===== src/rtl/spi_csr_bridge_if.sv =====
// CSR-side bus between spi_csr_bridge (master) and the CSR register map (slave).
interface spi_csr_bridge_if #(
    parameter int ADDR_WIDTH = 7,
    parameter int DATA_WIDTH = 8
);
    logic [ADDR_WIDTH-1:0] addr_o;
    logic [DATA_WIDTH-1:0] write_data_o;
    logic                  write_en_o;
    logic                  read_en_o;
    logic [DATA_WIDTH-1:0] read_data_i;

    modport master (
        output addr_o, write_data_o, write_en_o, read_en_o,
        input  read_data_i
    );

    modport slave (
        input  addr_o, write_data_o, write_en_o, read_en_o,
        output read_data_i
    );
endinterface


===== src/rtl/spi_csr_bridge.sv =====
// SPI mode-0 slave that turns command frames into held CSR read/write accesses.
// Define SPI_CSR_AUTO_INC_EN for burst frames with address auto-increment.
module spi_csr_bridge #(
    parameter int ADDR_WIDTH  = 7,
    parameter int DATA_WIDTH  = 8,
    parameter int HOLD_CYCLES = 4
) (
    input  logic             clk_i,
    input  logic             rstn_n,
    input  logic             sclk_i,
    input  logic             csn_i,
    input  logic             mosi_i,
    output logic             miso_o,
    output logic             miso_oe_o,
    output logic             busy_o,
    spi_csr_bridge_if.master csr
);
    localparam int CMD_WIDTH      = ADDR_WIDTH + 1;
    localparam int RX_WIDTH       = (CMD_WIDTH > DATA_WIDTH) ? CMD_WIDTH : DATA_WIDTH;
    localparam int BIT_CNT_WIDTH  = $clog2(RX_WIDTH + 1);
    localparam int HOLD_CNT_WIDTH = $clog2(HOLD_CYCLES + 1);

    localparam logic [BIT_CNT_WIDTH-1:0]  LAST_CMD_BIT  = BIT_CNT_WIDTH'(CMD_WIDTH - 1);
    localparam logic [BIT_CNT_WIDTH-1:0]  LAST_DATA_BIT = BIT_CNT_WIDTH'(DATA_WIDTH - 1);
    localparam logic [HOLD_CNT_WIDTH-1:0] LAST_HOLD     = HOLD_CNT_WIDTH'(HOLD_CYCLES - 1);
    localparam logic [HOLD_CNT_WIDTH-1:0] CAPTURE_SLOT  = HOLD_CNT_WIDTH'(HOLD_CYCLES);

    typedef enum logic [2:0] {IDLE, CMD, RD_REQ, DATA, WR_REQ, DONE} state_t;

    state_t                     state;
    logic                       sclk_meta, sclk_sync, sclk_prev;
    logic                       csn_meta, csn_sync, csn_prev;
    logic                       mosi_meta, mosi_sync;
    logic [RX_WIDTH-2:0]        rx_shift;
    logic [RX_WIDTH-1:0]        rx_next;
    logic [DATA_WIDTH-1:0]      tx_shift;
    logic [BIT_CNT_WIDTH-1:0]   bit_cnt;
    logic [HOLD_CNT_WIDTH-1:0]  hold_cnt;
    logic                       is_read;
    logic [ADDR_WIDTH-1:0]      addr_q;
    logic [DATA_WIDTH-1:0]      wdata_q;
    logic                       we_q, re_q, miso_q, miso_oe_q, busy_q;
    logic                       sclk_rise, sclk_fall, csn_fall;

    // Two-flop synchronisers, plus one extra stage on sclk/csn for edge detection.
    always_ff @(posedge clk_i or negedge rstn_n) begin
        if (!rstn_n) begin
            sclk_meta <= 1'b0;
            sclk_sync <= 1'b0;
            sclk_prev <= 1'b0;
            csn_meta  <= 1'b1;
            csn_sync  <= 1'b1;
            csn_prev  <= 1'b1;
            mosi_meta <= 1'b0;
            mosi_sync <= 1'b0;
        end else begin
            sclk_meta <= sclk_i;
            sclk_sync <= sclk_meta;
            sclk_prev <= sclk_sync;
            csn_meta  <= csn_i;
            csn_sync  <= csn_meta;
            csn_prev  <= csn_sync;
            mosi_meta <= mosi_i;
            mosi_sync <= mosi_meta;
        end
    end

    assign sclk_rise = sclk_sync & ~sclk_prev;
    assign sclk_fall = ~sclk_sync & sclk_prev;
    assign csn_fall  = ~csn_sync & csn_prev;
    assign rx_next   = {rx_shift, mosi_sync};

    always_ff @(posedge clk_i or negedge rstn_n) begin
        if (!rstn_n) begin
            state     <= IDLE;
            rx_shift  <= '0;
            tx_shift  <= '0;
            bit_cnt   <= '0;
            hold_cnt  <= '0;
            is_read   <= 1'b0;
            addr_q    <= '0;
            wdata_q   <= '0;
            we_q      <= 1'b0;
            re_q      <= 1'b0;
            miso_q    <= 1'b0;
            miso_oe_q <= 1'b0;
            busy_q    <= 1'b0;
        end else begin
            case (state)
                IDLE: begin
                    miso_q    <= 1'b0;
                    miso_oe_q <= 1'b0;
                    busy_q    <= 1'b0;
                    if (csn_fall) begin
                        state     <= CMD;
                        bit_cnt   <= '0;
                        miso_oe_q <= 1'b1;
                        busy_q    <= 1'b1;
                    end
                end

                CMD: begin
                    if (csn_sync) begin
                        state     <= IDLE;
                        miso_q    <= 1'b0;
                        miso_oe_q <= 1'b0;
                        busy_q    <= 1'b0;
                    end else if (sclk_rise) begin
                        rx_shift <= rx_next[RX_WIDTH-2:0];
                        bit_cnt  <= bit_cnt + 1'b1;
                        if (bit_cnt == LAST_CMD_BIT) begin
                            addr_q   <= rx_next[ADDR_WIDTH-1:0];
                            is_read  <= rx_next[ADDR_WIDTH];
                            bit_cnt  <= '0;
                            hold_cnt <= '0;
                            tx_shift <= '0;
                            if (rx_next[ADDR_WIDTH]) begin
                                state <= RD_REQ;
                                re_q  <= 1'b1;
                            end else begin
                                state <= DATA;
                            end
                        end
                    end
                end

                // Enable held HOLD_CYCLES clocks; the map's data is captured one clock later.
                RD_REQ: begin
                    miso_oe_q <= ~csn_sync;
                    hold_cnt  <= hold_cnt + 1'b1;
                    if (hold_cnt == LAST_HOLD) begin
                        re_q <= 1'b0;
                    end
                    if (hold_cnt == CAPTURE_SLOT) begin
                        tx_shift <= csr.read_data_i;
                        bit_cnt  <= '0;
                        hold_cnt <= '0;
                        if (csn_sync) begin
                            state     <= IDLE;
                            miso_q    <= 1'b0;
                            miso_oe_q <= 1'b0;
                            busy_q    <= 1'b0;
                        end else begin
                            state <= DATA;
                        end
                    end
                end

                DATA: begin
                    if (csn_sync) begin
                        state     <= IDLE;
                        miso_q    <= 1'b0;
                        miso_oe_q <= 1'b0;
                        busy_q    <= 1'b0;
                    end else begin
                        if (sclk_fall) begin
                            miso_q   <= is_read & tx_shift[DATA_WIDTH-1];
                            tx_shift <= {tx_shift[DATA_WIDTH-2:0], 1'b0};
                        end
                        if (sclk_rise) begin
                            rx_shift <= rx_next[RX_WIDTH-2:0];
                            bit_cnt  <= bit_cnt + 1'b1;
                            if (bit_cnt == LAST_DATA_BIT) begin
                                bit_cnt  <= '0;
                                hold_cnt <= '0;
                                if (is_read) begin
`ifdef SPI_CSR_AUTO_INC_EN
                                    addr_q <= addr_q + 1'b1;
                                    re_q   <= 1'b1;
                                    state  <= RD_REQ;
`else
                                    state  <= DONE;
`endif
                                end else begin
                                    wdata_q <= rx_next[DATA_WIDTH-1:0];
                                    we_q    <= 1'b1;
                                    state   <= WR_REQ;
                                end
                            end
                        end
                    end
                end

                // A started write always runs its full hold, even if csn has already risen.
                WR_REQ: begin
                    miso_oe_q <= ~csn_sync;
                    hold_cnt  <= hold_cnt + 1'b1;
                    if (hold_cnt == LAST_HOLD) begin
                        we_q     <= 1'b0;
                        hold_cnt <= '0;
                        if (csn_sync) begin
                            state     <= IDLE;
                            miso_q    <= 1'b0;
                            miso_oe_q <= 1'b0;
                            busy_q    <= 1'b0;
                        end else begin
`ifdef SPI_CSR_AUTO_INC_EN
                            addr_q <= addr_q + 1'b1;
                            state  <= DATA;
`else
                            state  <= DONE;
`endif
                        end
                    end
                end

                DONE: begin
                    if (csn_sync) begin
                        state     <= IDLE;
                        miso_q    <= 1'b0;
                        miso_oe_q <= 1'b0;
                        busy_q    <= 1'b0;
                    end
                end

                default: begin
                    state <= IDLE;
                end
            endcase
        end
    end

    assign csr.addr_o       = addr_q;
    assign csr.write_data_o = wdata_q;
    assign csr.write_en_o   = we_q;
    assign csr.read_en_o    = re_q;
    assign miso_o           = miso_q;
    assign miso_oe_o        = miso_oe_q;
    assign busy_o           = busy_q;
endmodule


===== src/flat_wrapper.sv =====
// flat-port wrapper written by rule: the top's interface ports become plain ports
module spi_csr_bridge_flat 
#(
    parameter int ADDR_WIDTH  = 7,
    parameter int DATA_WIDTH  = 8,
    parameter int HOLD_CYCLES = 4
)
  (clk_i, rstn_n, sclk_i, csn_i, mosi_i, miso_o, miso_oe_o, busy_o, csr_addr_o, csr_write_data_o, csr_write_en_o, csr_read_en_o, csr_read_data_i);
  spi_csr_bridge_if #(.ADDR_WIDTH(ADDR_WIDTH), .DATA_WIDTH(DATA_WIDTH)) csr_i ();
  input  logic clk_i;
  input  logic rstn_n;
  input  logic sclk_i;
  input  logic csn_i;
  input  logic mosi_i;
  output logic miso_o;
  output logic miso_oe_o;
  output logic busy_o;
  output wire logic [$bits(csr_i.addr_o)-1:0] csr_addr_o;
  output wire logic [$bits(csr_i.write_data_o)-1:0] csr_write_data_o;
  output wire logic [$bits(csr_i.write_en_o)-1:0] csr_write_en_o;
  output wire logic [$bits(csr_i.read_en_o)-1:0] csr_read_en_o;
  input wire logic [$bits(csr_i.read_data_i)-1:0] csr_read_data_i;
  assign csr_addr_o = csr_i.addr_o;
  assign csr_write_data_o = csr_i.write_data_o;
  assign csr_write_en_o = csr_i.write_en_o;
  assign csr_read_en_o = csr_i.read_en_o;
  assign csr_i.read_data_i = csr_read_data_i;
  spi_csr_bridge #(.ADDR_WIDTH(ADDR_WIDTH), .DATA_WIDTH(DATA_WIDTH), .HOLD_CYCLES(HOLD_CYCLES)) u_core (.clk_i(clk_i), .rstn_n(rstn_n), .sclk_i(sclk_i), .csn_i(csn_i), .mosi_i(mosi_i), .miso_o(miso_o), .miso_oe_o(miso_oe_o), .busy_o(busy_o), .csr(csr_i));
endmodule

===== config.mk =====
export PLATFORM = sky130hd
export DESIGN_NAME = spi_csr_bridge_flat
export DESIGN_NICKNAME = d
export VERILOG_FILES = /design/src/rtl/spi_csr_bridge_if.sv /design/src/rtl/spi_csr_bridge.sv /design/src/flat_wrapper.sv
export SDC_FILE = /design/constraint.sdc
export NUM_CORES = 1
export LEC_CHECK = 0
export CELL_PAD_IN_SITES_DETAIL_PLACEMENT = 1
export CELL_PAD_IN_SITES_GLOBAL_PLACEMENT = 1
export CORE_MARGIN = 8
export CORE_UTILIZATION = 40
export DETAILED_ROUTE_END_ITERATION = 8
export PLACE_DENSITY = 0.75
export SETUP_SLACK_MARGIN = 0.1
export SLEW_MARGIN = 20
export SYNTH_ARGS = -nofsm -noshare
export SYNTH_HDL_FRONTEND = slang
export SYNTH_SLANG_ARGS = --single-unit

===== constraint.sdc =====
create_clock -name clk_i -period 2.68 [get_ports clk_i]
set_clock_uncertainty 0.05 [all_clocks]
set_input_delay 0.402 -clock clk_i [delete_from_list [all_inputs] [get_ports clk_i]]
set_output_delay 0.402 -clock clk_i [all_outputs]
set_load 0.1 [all_outputs]

# Yosys cells after proc, flatten, opt, wreduce, memory -nomap -nowiden
# Index checks and enable logic that the tools add are counted.
# word_totals
regBits,54
inputBits,13
# classes
add_sub_neg,2
eq_ne,31
n_mux,61
n_bitwise,8
reduce_logical,23
# op_table
operator,count
$mux 3,16
$mux 8,6
$ne 2x1->1 const B,14
$mux 1,24
$pmux 8 s3,1
$mux 4,5
$pmux 3 s6,1
$ne 3x1->1 const B,5
$pmux 4 s3,1
$reduce_and 4->1,3
$reduce_and 6->1,2
$reduce_and 5->1,2
$eq 3x2->1 const B,3
$eq 3x3->1 const B,3
$pmux 3 s3,1
$reduce_bool 3->1,3
$ne 2x2->1 const B,4
$pmux 1 s4,2
$reduce_and 8->1,1
$reduce_and 7->1,1
$reduce_and 3->1,2
$pmux 1 s5,1
$reduce_bool 5->1,1
$add 4x1->4 const B,1
other kinds (13),22

# Longest topological paths before layout
# depth
depth_word,5
mapped_depth,6
mapped_depth_nobuf,6

# Worst setup path before layout
# OpenSTA, ideal clock, no wires.
# synth_path
path_type,flip-flop to flip-flop
startpoint,register u_core.bit_cnt[0]
endpoint,register u_core.addr_q[0] (netlist: u_core.csr.addr_o[0])
arrival_time_ns,1.819
slack_ns,0.686
path_stages_with_launch,7
period_less_slack_ns,1.994
cell_sequence,dfrtp_1 -> ha_1 -> nand3b_1 -> or2_1 -> buf_6 -> nor4_4 -> mux2_2
# synth_between
elab_chain_len,2
# synth_lines
element,line_no,source
"start, declared",spi_csr_bridge.sv:37,logic [BIT_CNT_WIDTH-1:0] bit_cnt;
"start signal, assigned",spi_csr_bridge.sv:110,bit_cnt <= bit_cnt + 1'b1;
"start signal, assigned",spi_csr_bridge.sv:162,bit_cnt <= bit_cnt + 1'b1;
$eq 4x3->1,spi_csr_bridge.sv:111,if (bit_cnt == LAST_CMD_BIT) begin
$reduce_and 4->1 (no source line),n/a,
"end signal, assigned",spi_csr_bridge.sv:112,addr_q <= rx_next[ADDR_WIDTH-1:0];
"end, declared",spi_csr_bridge.sv:40,logic [ADDR_WIDTH-1:0] addr_q;
# No other way between the ends.
# A chain may end at the register's enable or synchronous reset.

# Final worst setup path
# layout_path
startpoint,register u_core.bit_cnt[0]
endpoint,register u_core.wdata_q[0] (netlist: u_core.csr.write_data_o[0])
# layout_between
elab_chain_len,2
# layout_lines
element,line_no,source
$eq 4x3->1,spi_csr_bridge.sv:163,if (bit_cnt == LAST_DATA_BIT) begin
$reduce_and 5->1 (no source line),n/a,
"end signal, assigned",spi_csr_bridge.sv:175,wdata_q <= rx_next[DATA_WIDTH-1:0];
"end, declared",spi_csr_bridge.sv:41,logic [DATA_WIDTH-1:0] wdata_q;
# No other way between the ends.

==> flow_metrics.tcl <==
set metrics [dict create \
    status "finished clean" \
    ys_seq_area_share_pct 53.91 \
    netlist_area_um2 2514 \
    met2_usage_pct 20.14 \
    fill_cells 658 \
    leakage_nw 1.374 \
    worstMarginPinSlew_ps 598.6 \
    min_path_type "in -> async" \
    cts.path.max_buffers 2 \
    ctsHoldBuffers 0 \
    min_period_over_period_pct 84.83 \
    coreArea_um2 6205 \
    h-tree-depth 2 \
    cp.arrival_ps 2410 \
    ys_warn_count 0 \
    initial_core_util_pct 40.51 \
    area_growth_pct 18.42 \
    die_h_um 95.27 \
    post-cts-setup-buffers 0 \
    avgSynthCellArea_um2 12.63 \
    synth_edf_count 0 \
    top_usage_layer "met2" \
    worstSkewPairLatency_ps 300 \
    die_x_um 95.27 \
    grt_max_degree 48 \
    startpoint "u_core.bit_cnt[0]" \
    maxSlewHeadroom_pct 59.80 \
    synthCells 199 \
    clock_sinks 54 \
    synth_area_leader_cell "dfrtp_1" \
    yosysTopAreaCellShare_pct 50.77 \
    final_nets 254 \
    dpl.hpwl_mm 3.852 \
    slew_violations 0 \
    routed-via-count 1659 \
    crit_fanout 7 \
    num_rows 29 \
    cap_violations 0 \
    dieArea_um2 9076 \
    drive_gt1_share_pct 32.91 \
    post_drt_wl_per_cell_um 17.03 \
    crit_required_ps 2820 \
    path_class "reg -> reg" \
    setup-tns-final_ps 0 \
    port_buffers 32 \
    stdcell_area_um2 2977 \
    drt_iter0_markers 62 \
    synthFlopType "dfrtp_1" \
    grt_pass1_vias 1803 \
    cts_tree "yes" \
    cp-end-kind "flop" \
    final_common_cell "dfrtp_1" \
    vias_per_cell 5.283 \
    clock.fmax_mhz 439.9 \
    gr-total-overflow 0 \
    routed_wl_mm 5.348 \
    placedInstanceArea_um2 2884 \
    grt_usage_pct 12.74 \
    antenna_found_initial 0 \
    synthArstFlopShare_pct 100.0 \
    cts.repair.resized 0 \
    ys_types 53 \
    synthesis.nets 217 \
    setup_violations 0 \
    place.gp.congestion 0.7386 \
    ys_seq_elements 54 \
    cts-root-buf "clkbuf_8" \
    drc 0 \
    r2r-start "u_core.bit_cnt[0]" \
    num_antenna_cells 0 \
    grt_pass1_wl_mm 9.156 \
    vdd_drop_max_mv 0.3659 \
    p_per_area_nw_per_um2 629.8 \
    clk_pin_slew_worst_paths_ps 100 \
    ios 33 \
    met3_usage_pct 2.913 \
    final_antenna_net_count 0 \
    cts_buffers 5 \
    synthTopCellsByArea "dfrtp_1 (51%), mux2_2 (14%), dfstp_2 (3.1%)" \
    final_core_util_pct 47.97 \
    hold_viol_final 0 \
    fin_crit_ps 2273 \
    crit_path_start_kind "flop" \
    rsz0062_at_grt "false" \
    final_cell_mix "dfrtp_1 (51), mux2_2 (31), buf_4 (29), clkdlybuf4s50_1 (11)" \
    grtUsageMet1_pct 17.37 \
    drtPass1Iterations 4 \
]
## cell families (layout without fill, tap and decap cells)
group	after synthesis	in the layout	share of synthesized area [%]
mux	34	34	15.13
compound gates	44	44	13.29
simple gates	43	43	11.80
buf+inv	19	57	3.385
flops	54	54	53.91
fa+ha+maj	5	5	2.489
## layer usage
layer  share of wire [%]  up-vias  routed length, um
met3                 3.3        6                178
li1                    -      799                  -
met2                  48       26               2561
met5                   0        -                  0
met4                0.77        0                 41
met1                  48      828               2566
## report_power, final
| group | switching [mW] | leakage (nW) | internal [mW] |
|---|---|---|---|
| registers | 0.0943 | 0.709 | 0.917 |
| clock network | 0.266 | 0.0458 | 0.190 |
| logic | 0.241 | 0.619 | 0.166 |
| total | 0.601 | 1.37 | 1.27 |
## metrics by stage
| stage | hold WS, ps | worst slack [ps] | std cells | power (mW) |
|---|---|---|---|---|
| floorplan | 56.41 | 685.8 | 199 | 1.304 |
| global placement | 282.3 | 437.2 | 306 | 1.422 |
| detailed placement | 286.3 | 403.4 | 306 | 1.439 |
| CTS | 260.6 | 383.0 | 314 | 1.900 |
| global route | 77.65 | 277.5 | 314 | 1.970 |
| finish | 41.37 | 406.6 | 314 | 1.875 |
## flip-flops by register name, indices dropped and copies added (netlist names), 3 cells and up
signal and cells:
u_core.csr.write_data_o 8, u_core.tx_shift 8, u_core.csr.addr_o 7, u_core.rx_shift 7, u_core.bit_cnt 4, u_core.hold_cnt 3
u_core.state 3
## cell usage after synthesis (all sizes together) (2+ instances only)
library cell and count:
dfrtp 51, mux2 32, inv 9, nand2 9, o21ai 8, a22o 7, buf 6, a21oi 5
ha 5, a21o 4, clkbuf 4, nand2b 4, nor2 4, nor2b 4, a22oi 3, dfstp 3
nor4 3, o2bb2ai 3, o31ai 3, or3 3, mux2i 2, nand3 2, nor3 2, or2 2
or3b 2
## layout make-up
cell class / count / area [um2] / area share, %
Clock buffer: 6 / 72.57 / 2.438
Clock inverter: 2 / 17.52 / 0.5885
Inverter: 9 / 33.78 / 1.135
Multi-Input combinational cell: 126 / 1074 / 36.07
Sequential cell: 54 / 1355 / 45.52
Tap cell: 77 / 96.34 / 3.237
Timing Repair Buffer: 40 / 327.8 / 11.01
## critical path, stage by stage, from the launching register on
cell	delay [ps]
dfrtp_1	390
ha_1	210
nand3b_1	120
or2_1	390
nor4_4	440
buf_4	220
mux2_2	330
## worst paths after layout
path,end,cells after the start,slack (ps)
max in group asynchronous,u_core.tx_shift[2],2,2000
min in group clk_i,u_core.sclk_sync,0,310
setup / recovery,u_core.csr.write_data_o[0],6,410
hold reg to reg,u_core.sclk_sync,0,310
hold / removal,u_core.busy_o,1,40
setup reg to reg,u_core.csr.write_data_o[0],6,410
Power figures use the tool's default switching activity.
